## src/rtl/cmd_phy.sv

```systemverilog
// rtl/cmd_phy.sv - SD CMD line PHY: frame transmit with CRC7, response capture/check (optional CMD_PHY_CRC_CHECK_EN)
module cmd_phy #(
    parameter int NCR_TIMEOUT = 64
) (
    input  logic        clock,
    input  logic        reset,
    input  logic        req_in,
    input  logic [39:0] cmd_in,
    input  logic        expect_resp,
    output logic        ack_out,
    output logic        req_out,
    input  logic        ack_in,
    output logic [39:0] resp_out,
    output logic        timeout,
    output logic        crc_error,
    output logic        end_error,
    output logic        idle,
    output logic        cmd_pin_out,
    output logic        cmd_oe,
    input  logic        cmd_pin_in
);

    typedef enum logic [2:0] {IDLE, SEND, WAIT_RESP, RECV, CHECK, HANDSHAKE} state_t;

    localparam logic [6:0] NCR_LIMIT = 7'(NCR_TIMEOUT);

    // One serial CRC7 step, polynomial x^7 + x^3 + 1
    function automatic logic [6:0] crc7_step(input logic [6:0] c, input logic b);
        logic fb;
        fb = b ^ c[6];
        return {c[5:0], 1'b0} ^ (fb ? 7'h09 : 7'h00);
    endfunction

    state_t      state_q, state_d;
    logic [6:0]  cnt_q, cnt_d;
    logic [39:0] cmd_q, cmd_d;
    logic        er_q, er_d;
    logic [6:0]  crc_q, crc_d;
    logic [47:0] rx_q, rx_d;
    logic        ack_q, ack_d;
    logic        req_q, req_d;
    logic        hs_q, hs_d;
    logic [39:0] resp_q, resp_d;
    logic        to_q, to_d;
    logic        end_err_q, end_err_d;
    logic        pin_q, pin_d;
    logic        oe_q, oe_d;
`ifdef CMD_PHY_CRC_CHECK_EN
    logic [6:0]  rcrc_q, rcrc_d;
    logic        crc_err_q, crc_err_d;
`endif

    // Next-state logic for the command/response sequencer
    always_comb begin
        state_d   = state_q;
        cnt_d     = cnt_q;
        cmd_d     = cmd_q;
        er_d      = er_q;
        crc_d     = crc_q;
        rx_d      = rx_q;
        ack_d     = ack_q;
        req_d     = req_q;
        hs_d      = hs_q;
        resp_d    = resp_q;
        to_d      = to_q;
        end_err_d = end_err_q;
        pin_d     = pin_q;
        oe_d      = oe_q;
`ifdef CMD_PHY_CRC_CHECK_EN
        rcrc_d    = rcrc_q;
        crc_err_d = crc_err_q;
`endif
        // ack stays up until the controller withdraws its request
        if (ack_q && !req_in) ack_d = 1'b0;

        case (state_q)
            IDLE: begin
                if (req_in && !ack_q) begin
                    cmd_d     = cmd_in;
                    er_d      = expect_resp;
                    crc_d     = 7'h00;
                    cnt_d     = 7'd0;
                    ack_d     = 1'b1;
                    hs_d      = 1'b0;
                    resp_d    = 40'h0;
                    to_d      = 1'b0;
                    end_err_d = 1'b0;
`ifdef CMD_PHY_CRC_CHECK_EN
                    crc_err_d = 1'b0;
`endif
                    state_d   = SEND;
                end
            end
            SEND: begin
                if (cnt_q < 7'd40) begin
                    // command bits go out MSB first while feeding the CRC
                    pin_d = cmd_q[39];
                    cmd_d = {cmd_q[38:0], 1'b0};
                    crc_d = crc7_step(crc_q, cmd_q[39]);
                    oe_d  = 1'b1;
                    cnt_d = cnt_q + 7'd1;
                end else if (cnt_q < 7'd47) begin
                    pin_d = crc_q[6];
                    crc_d = {crc_q[5:0], 1'b0};
                    cnt_d = cnt_q + 7'd1;
                end else if (cnt_q == 7'd47) begin
                    pin_d = 1'b1;
                    cnt_d = cnt_q + 7'd1;
                end else begin
                    // end bit has had its full cycle: release the line
                    oe_d    = 1'b0;
                    pin_d   = 1'b1;
                    cnt_d   = 7'd1;
                    state_d = er_q ? WAIT_RESP : HANDSHAKE;
                end
            end
            WAIT_RESP: begin
                // start bit takes priority over the timeout on the final count
                if (!cmd_pin_in) begin
                    rx_d    = 48'h0;
                    cnt_d   = 7'd1;
`ifdef CMD_PHY_CRC_CHECK_EN
                    rcrc_d  = 7'h00;
`endif
                    state_d = RECV;
                end else if (cnt_q == NCR_LIMIT) begin
                    to_d    = 1'b1;
                    state_d = HANDSHAKE;
                end else begin
                    cnt_d = cnt_q + 7'd1;
                end
            end
            RECV: begin
                rx_d = {rx_q[46:0], cmd_pin_in};
`ifdef CMD_PHY_CRC_CHECK_EN
                if (cnt_q < 7'd40) rcrc_d = crc7_step(rcrc_q, cmd_pin_in);
`endif
                if (cnt_q == 7'd47) state_d = CHECK;
                else                cnt_d   = cnt_q + 7'd1;
            end
            CHECK: begin
                resp_d    = rx_q[47:8];
                end_err_d = ~rx_q[0];
`ifdef CMD_PHY_CRC_CHECK_EN
                crc_err_d = (rx_q[7:1] != rcrc_q);
`endif
                state_d   = HANDSHAKE;
            end
            HANDSHAKE: begin
                if (!hs_q) begin
                    if (req_q && ack_in) begin
                        req_d = 1'b0;
                        hs_d  = 1'b1;
                    end else begin
                        req_d = 1'b1;
                    end
                end else if (!ack_in) begin
                    state_d = IDLE;
                end
            end
            default: state_d = IDLE;
        endcase
    end

    // State and registered outputs; reset releases the CMD line immediately
    always_ff @(posedge clock or posedge reset) begin
        if (reset) begin
            state_q   <= IDLE;
            cnt_q     <= 7'd0;
            cmd_q     <= 40'h0;
            er_q      <= 1'b0;
            crc_q     <= 7'h00;
            rx_q      <= 48'h0;
            ack_q     <= 1'b0;
            req_q     <= 1'b0;
            hs_q      <= 1'b0;
            resp_q    <= 40'h0;
            to_q      <= 1'b0;
            end_err_q <= 1'b0;
            pin_q     <= 1'b1;
            oe_q      <= 1'b0;
`ifdef CMD_PHY_CRC_CHECK_EN
            rcrc_q    <= 7'h00;
            crc_err_q <= 1'b0;
`endif
        end else begin
            state_q   <= state_d;
            cnt_q     <= cnt_d;
            cmd_q     <= cmd_d;
            er_q      <= er_d;
            crc_q     <= crc_d;
            rx_q      <= rx_d;
            ack_q     <= ack_d;
            req_q     <= req_d;
            hs_q      <= hs_d;
            resp_q    <= resp_d;
            to_q      <= to_d;
            end_err_q <= end_err_d;
            pin_q     <= pin_d;
            oe_q      <= oe_d;
`ifdef CMD_PHY_CRC_CHECK_EN
            rcrc_q    <= rcrc_d;
            crc_err_q <= crc_err_d;
`endif
        end
    end

`ifdef CMD_PHY_CRC_CHECK_EN
    assign crc_error = crc_err_q;
`else
    // received CRC field is shifted in but never compared
    logic unused_rx_crc;
    assign unused_rx_crc = ^rx_q[7:1];
    assign crc_error     = 1'b0;
`endif

    assign ack_out     = ack_q;
    assign req_out     = req_q;
    assign resp_out    = resp_q;
    assign timeout     = to_q;
    assign end_error   = end_err_q;
    assign idle        = (state_q == IDLE);
    assign cmd_pin_out = pin_q;
    assign cmd_oe      = oe_q;

endmodule

```

## config.mk

```make
export PLATFORM = sky130hd
export DESIGN_NAME = cmd_phy
export DESIGN_NICKNAME = d
export VERILOG_FILES = /design/src/rtl/cmd_phy.sv
export SDC_FILE = /design/constraint.sdc
export NUM_CORES = 1
export LEC_CHECK = 0
export CAP_MARGIN = 20
export CELL_PAD_IN_SITES_DETAIL_PLACEMENT = 0
export CELL_PAD_IN_SITES_GLOBAL_PLACEMENT = 1
export CORE_ASPECT_RATIO = 0.5
export CORE_UTILIZATION = 38
export DETAILED_ROUTE_END_ITERATION = 8
export MAX_ROUTING_LAYER = met4
export PLACE_DENSITY_LB_ADDON = 0.25
export SYNTH_ARGS = -nofsm -noshare
export SYNTH_HDL_FRONTEND = slang
export SYNTH_SLANG_ARGS = --single-unit
```

## constraint.sdc

```tcl
create_clock -name clock -period 5.7 [get_ports clock]
set_input_delay 1.425 -clock clock [delete_from_list [all_inputs] [get_ports clock]]
set_output_delay 1.425 -clock clock [all_outputs]
set_load 0.01 [all_outputs]
```

Word-level counts from Yosys, hierarchy flattened
Index checks and enable logic that the tools add are counted.
{ "classes": {"n_addsub": 1, "magnitude_cmp": 2, "eq_ne": 24, "n_mux": 47, "bitwise_logic": 4, "n_reduce_logical": 23} }
{ "op_table": {"columns": ["operator", "n"], "rows": [
  ["$pmux W40 S2", 2],
  ["$mux W40", 3],
  ["$pmux W48 S2", 1],
  ["$mux W7", 9],
  ["$mux W48", 1],
  ["$mux W3", 10],
  ["$pmux W7 S4", 1],
  ["$ne A2 B2 Y1 const B", 13],
  ["$pmux W3 S6", 1],
  ["$lt A7 B6 Y1 const B", 2],
  ["$mux W1", 14],
  ["$pmux W7 S2", 1],
  ["$reduce_and A2 Y1", 5],
  ["$reduce_bool A2 Y1", 5],
  ["$ne A3 B3 Y1 const B", 3],
  ["$reduce_and A3 Y1", 3],
  ["$reduce_and A4 Y1", 2],
  ["$reduce_and A8 Y1", 1],
  ["$add A7 B1 Y7 const B", 1],
  ["$eq A7 B6 Y1 const B", 1],
  ["$eq A7 B7 Y1 const B", 1],
  ["$xor A7 B4 Y7", 1],
  ["$eq A3 B2 Y1 const B", 2],
  ["$eq A3 B3 Y1 const B", 2],
  ["10 further kinds", 16]
]} }
{ "totals": {"reg_bits": 153, "input_bits": 46, "out_inout_bits": 48, "word_cells": 115} }

Depth between registers and ports, before layout
{ "depth": {"ltp_word": 5, "depth_mapped": 9, "depth_no_buf": 7} }

Worst setup path before layout
Ideal clock, no wire load.
{ "synth_path": {"path_type": "input -> register", "startpoint": "input cmd_pin_in", "endpoint": "register cnt_q[2]", "setup_time_ns": 0.122, "t_arrival_ns": 2.368, "slack_ns": 3.211, "path_stages": 5, "n_path_buf": 0, "cell_sequence": "and2_1 -> a221oi_1 -> a21oi_1 -> o21ai_0 -> nand2b_1"} }
{ "synth_via": {"elab_chain_len": 2, "word_cells_on_any_way": 4, "cone_classes": "1 x eq/ne; 2 x mux; 1 x reduce/logical"} }
{ "synth_rtl": {"columns": ["item", "line", "text"], "rows": [
  ["from (decl)", "20", "input logic cmd_pin_in"],
  ["$ne A3 B3 Y1 (no line) or $mux W7 (tied branches)", null, null],
  ["$reduce_and A4 Y1 (no line) or $pmux W7 S4 (tied branches)", null, null],
  ["to (signal assigned)", "188", "cnt_q <= cnt_d;"],
  ["to (decl)", "35", "logic [6:0] cnt_q, cnt_d;"]
]} }
Parallel ways exist; a longest one is shown, timed or not.
A chain may end at the register's enable or synchronous reset.

Final worst setup path
{ "layout_path": {"startpoint": "register state_q[0]", "endpoint": "output idle"} }
{ "layout_via": {"elab_chain_len": 1} }
{ "layout_rtl": {"columns": ["item", "line", "text"], "rows": [
  ["from (decl)", "34", "state_t state_q, state_d;"],
  ["from (signal assigned)", "187", "state_q <= state_d;"],
  ["$logic_not A3 Y1", "222", "assign idle = (state_q == IDLE);"],
  ["to (decl)", "17", "output logic idle,"]
]} }
No other way between the ends.

==> summary.txt <==
Outcome
  • Status: finished, final reports clean

Detailed routing
  • Routed len/inst: 14.5 µm
  • DR top layer: met4
  • Post-Route WL: 13.6 mm
  • Vias: 4697
  • DRT iter0 DRCs: 302
  • Met1 wire length: 6.88 mm
  • Final antenna-violating net count: 0
  • Met3 Wirelength: 674 µm
  • Residual DRC: 0
  • Via-to-Cell Ratio: 5.02
  • Met2 WL: 5.92 mm
  • Drt pass-1 iters: 4

Clock network
  • Hold_buf cts: 0
  • Sink Count: 153
  • Max clock buf depth: 2
  • Post-CTS sizing: 0
  • Num CTS Buffers: 17
  • Clock Pin Slew Worst Setup and Hold Paths: 0.06 ns
  • Post-CTS setup buffers: 0
  • CTS tree: done
  • H-tree depth: 4
  • Worst skew pair latency: 0.41 ns
  • Root buffer cell: clkbuf_16

Global routing
  • Initial antenna violation count: 0
  • Vias in the first global route: 4612
  • Grt ovf: 0
  • First-pass GRT wire length: 23.2 mm
  • All-Layer GR Usage: 0.170
  • Largest net degree at the start of global routing: 102

Logic synthesis
  • Synth area leader: dfrtp_1
  • Post-synth EDFFs: 0
  • Simple-Gate Fraction of Synth Area: 0.133
  • Compound-cell area share of the yosys netlist: 0.173
  • Mux cell area share after synthesis: 0.0629
  • Syn Nets: 675
  • Post-Synth XOR/XNOR Area: 0.00267
  • Synthesis-stage register bit count: 153
  • Ys async rst share: 1.00
  • Post-synth cell types: 55
  • Post-synth top area share: 0.580
  • Largest family of logic cells by synthesized area: compound AO/OA/AOI/OAI gates
  • Top cells by area, synth: dfrtp_1 58%, nand2_1 8.4%, o21ai_0 6.5%, a22o_1 6.4%, mux2i_1 6.0%
  • Mapped Cells: 627
  • Warnings, synthesis: 0
  • Top FF cell, synth: dfrtp_1
  • Netlist area before placement: 6560 µm²
  • Synthesized area per cell: 10.5 µm²
  • Post-synthesis sequential area ratio: 0.584
  • Adder-Cell Fraction of Synth Area: 0.00381

Worst setup path
  • Worst Path Arrival: 1.99 ns
  • CP max FO: 19
  • Crit path required time: 4.28 ns
  • Setup crit start kind: register
  • Crit path capture type: output pin
  • Critical path type: reg2out

Layout
  • Cell Count, Final, Fillers Out: 935
  • Commonest cells after routing, fill and taps aside: 152 x dfrtp_1, 146 x nand2_1, 92 x clkdlybuf4s50_1
  • Commonest non-fill, non-tap cell in the layout: dfrtp_1
  • Ant. Diodes: 0
  • Share of layout cells above drive strength 1: 0.0777
  • Nets: 744
  • Synth-to-layout area growth: 25.2%
  • Fin area: 8210 µm²

STA
  • Final worst setup slack: 2.28 ns
  • RSZ-0062 raised after global routing: false
  • Least-Margin Pin Slew: 1.05 ns
  • Clock Skews: 0.0120 ns
  • Worst slew margin: 0.299
  • Setup TNS: 0 ns
  • Crit share post-route: 0.600
  • Post-route minimum period: 3.42 ns
  • Max Slew Vio Count: 0
  • Final Hold Fails: 0
  • WHS: 0.476 ns
  • Highest clock rate: 292 MHz
  • Finish-stage setup viols: 0

Placement
  • Placement-stage cell area: 7620 µm²
  • Dpl cells: 904
  • DP Wirelength: 8.23 mm
  • IO buf count: 92
  • Routability cong.: 0.788
  • Pre-CTS setup slack: 1.96 ns

Floorplan
  • Die footprint: 17800 µm²
  • Die Wd: 188 µm
  • Die Y: 94.9 µm
  • # rows: 33
  • Starting density of the core: 0.394
  • Core Area: 16600 µm²
  • IO Pins: 94

Power and ir drop
  • Leakage power: 3.63 nW
  • Pwr Density: 460 nW/µm²
  • Peak VDD IR: 0.000247 V

Flow run
  • Max-cap viol count: 0

Hold path
  • Hold Crit Class: reg2reg
-- power breakdown --
part	internal, mW	switching, mW	leakage, nW	total [mW]
logic	0.457	0.692	1.31	1.15
clock network	0.672	0.459	0.282	1.13
registers	1.32	0.174	2.04	1.50
total	2.45	1.32	3.63	3.78
-- Yosys cell counts (2+ instances only) --
cell,n
nand3b_1,4
nand3_1,4
buf_1,5
a31oi_1,2
mux2i_1,39
o211ai_1,2
o21ai_1,10
nor2_1,16
nor4b_1,2
mux2_2,2
nor3b_1,2
nand4_1,2
nand2b_1,4
nor2b_1,2
o21ai_0,85
a22o_1,48
clkbuf_1,25
inv_1,8
a2111oi_0,2
xnor2_1,2
nand2_1,146
ha_1,2
nor3_1,6
dfrtp_1,152
buf_2,14
a21o_1,2
buf_6,3
buf_4,2
a21oi_1,8
-- sequential cells by signal, summed over array words and instances (netlist names) --
name,cells
rx_q,48
cmd_q,40
req_out,1
hs_q,1
crc_q,7
cnt_q,7
er_q,1
resp_out,40
end_error,1
ack_out,1
state_q,3
timeout,1
cmd_oe,1
cmd_pin_out,1
-- metal layers --
metal,up-vias,global-route usage
li1,2324,-
met1,2277,0.232
met2,87,0.245
met3,9,0.0468
met4,0,0.0515
met5,-,-
-- worst paths after layout --
path	slack, ns	start	cells past startpoint	end
max	2.28	state_q[0]$_DFFE_PP0P_	2	idle
min	0.48	cmd_q[0]$_DFFE_PP0P_	2	cmd_q[0]$_DFFE_PP0P_
max reg2reg	2.98	state_q[0]$_DFFE_PP0P_	6	cmd_q[12]$_DFFE_PP0P_
min reg2reg	0.48	cmd_q[0]$_DFFE_PP0P_	2	cmd_q[0]$_DFFE_PP0P_
max in group asynchronous	3.20	reset	3	resp_out[15]$_DFFE_PP0P_
min in group asynchronous	1.58	reset	2	timeout$_DFFE_PP0P_
-- final cells by class --
type	instances	area, µm²
clock buffers	19	453
clock inverters	12	140
fillers	1578	8430
inverters	8	35.0
multi-input cells	417	2500
flip-flops and latches	153	3830
well taps	227	284
repair buffers	99	973
-- critical path: stages, from the launching register on --
cell             delay (ns)
dfrtp_1                0.58
nor3_1                 0.40
clkdlybuf4s50_1        0.60
-- kinds of logic after synthesis --
| kind of cell | Yosys count |
|---|---|
| simple gates | 198 |
| compound gates | 173 |
| flops | 153 |
| xor+xnor | 2 |
| other cells | 1 |
| buf+inv | 57 |
| mux | 41 |
| fa+ha+maj | 2 |
-- stage by stage --
step | util | power, mW
5_1_grt | 0.494 | 4.04
3_5_place_dp | 0.458 | 2.68
2_1_floorplan | - | 2.41
4_1_cts | 0.494 | 3.82
6_report | 0.494 | 3.78
3_3_place_gp | 0.458 | 2.65
Note: power is estimated with default switching activity, not from simulation.
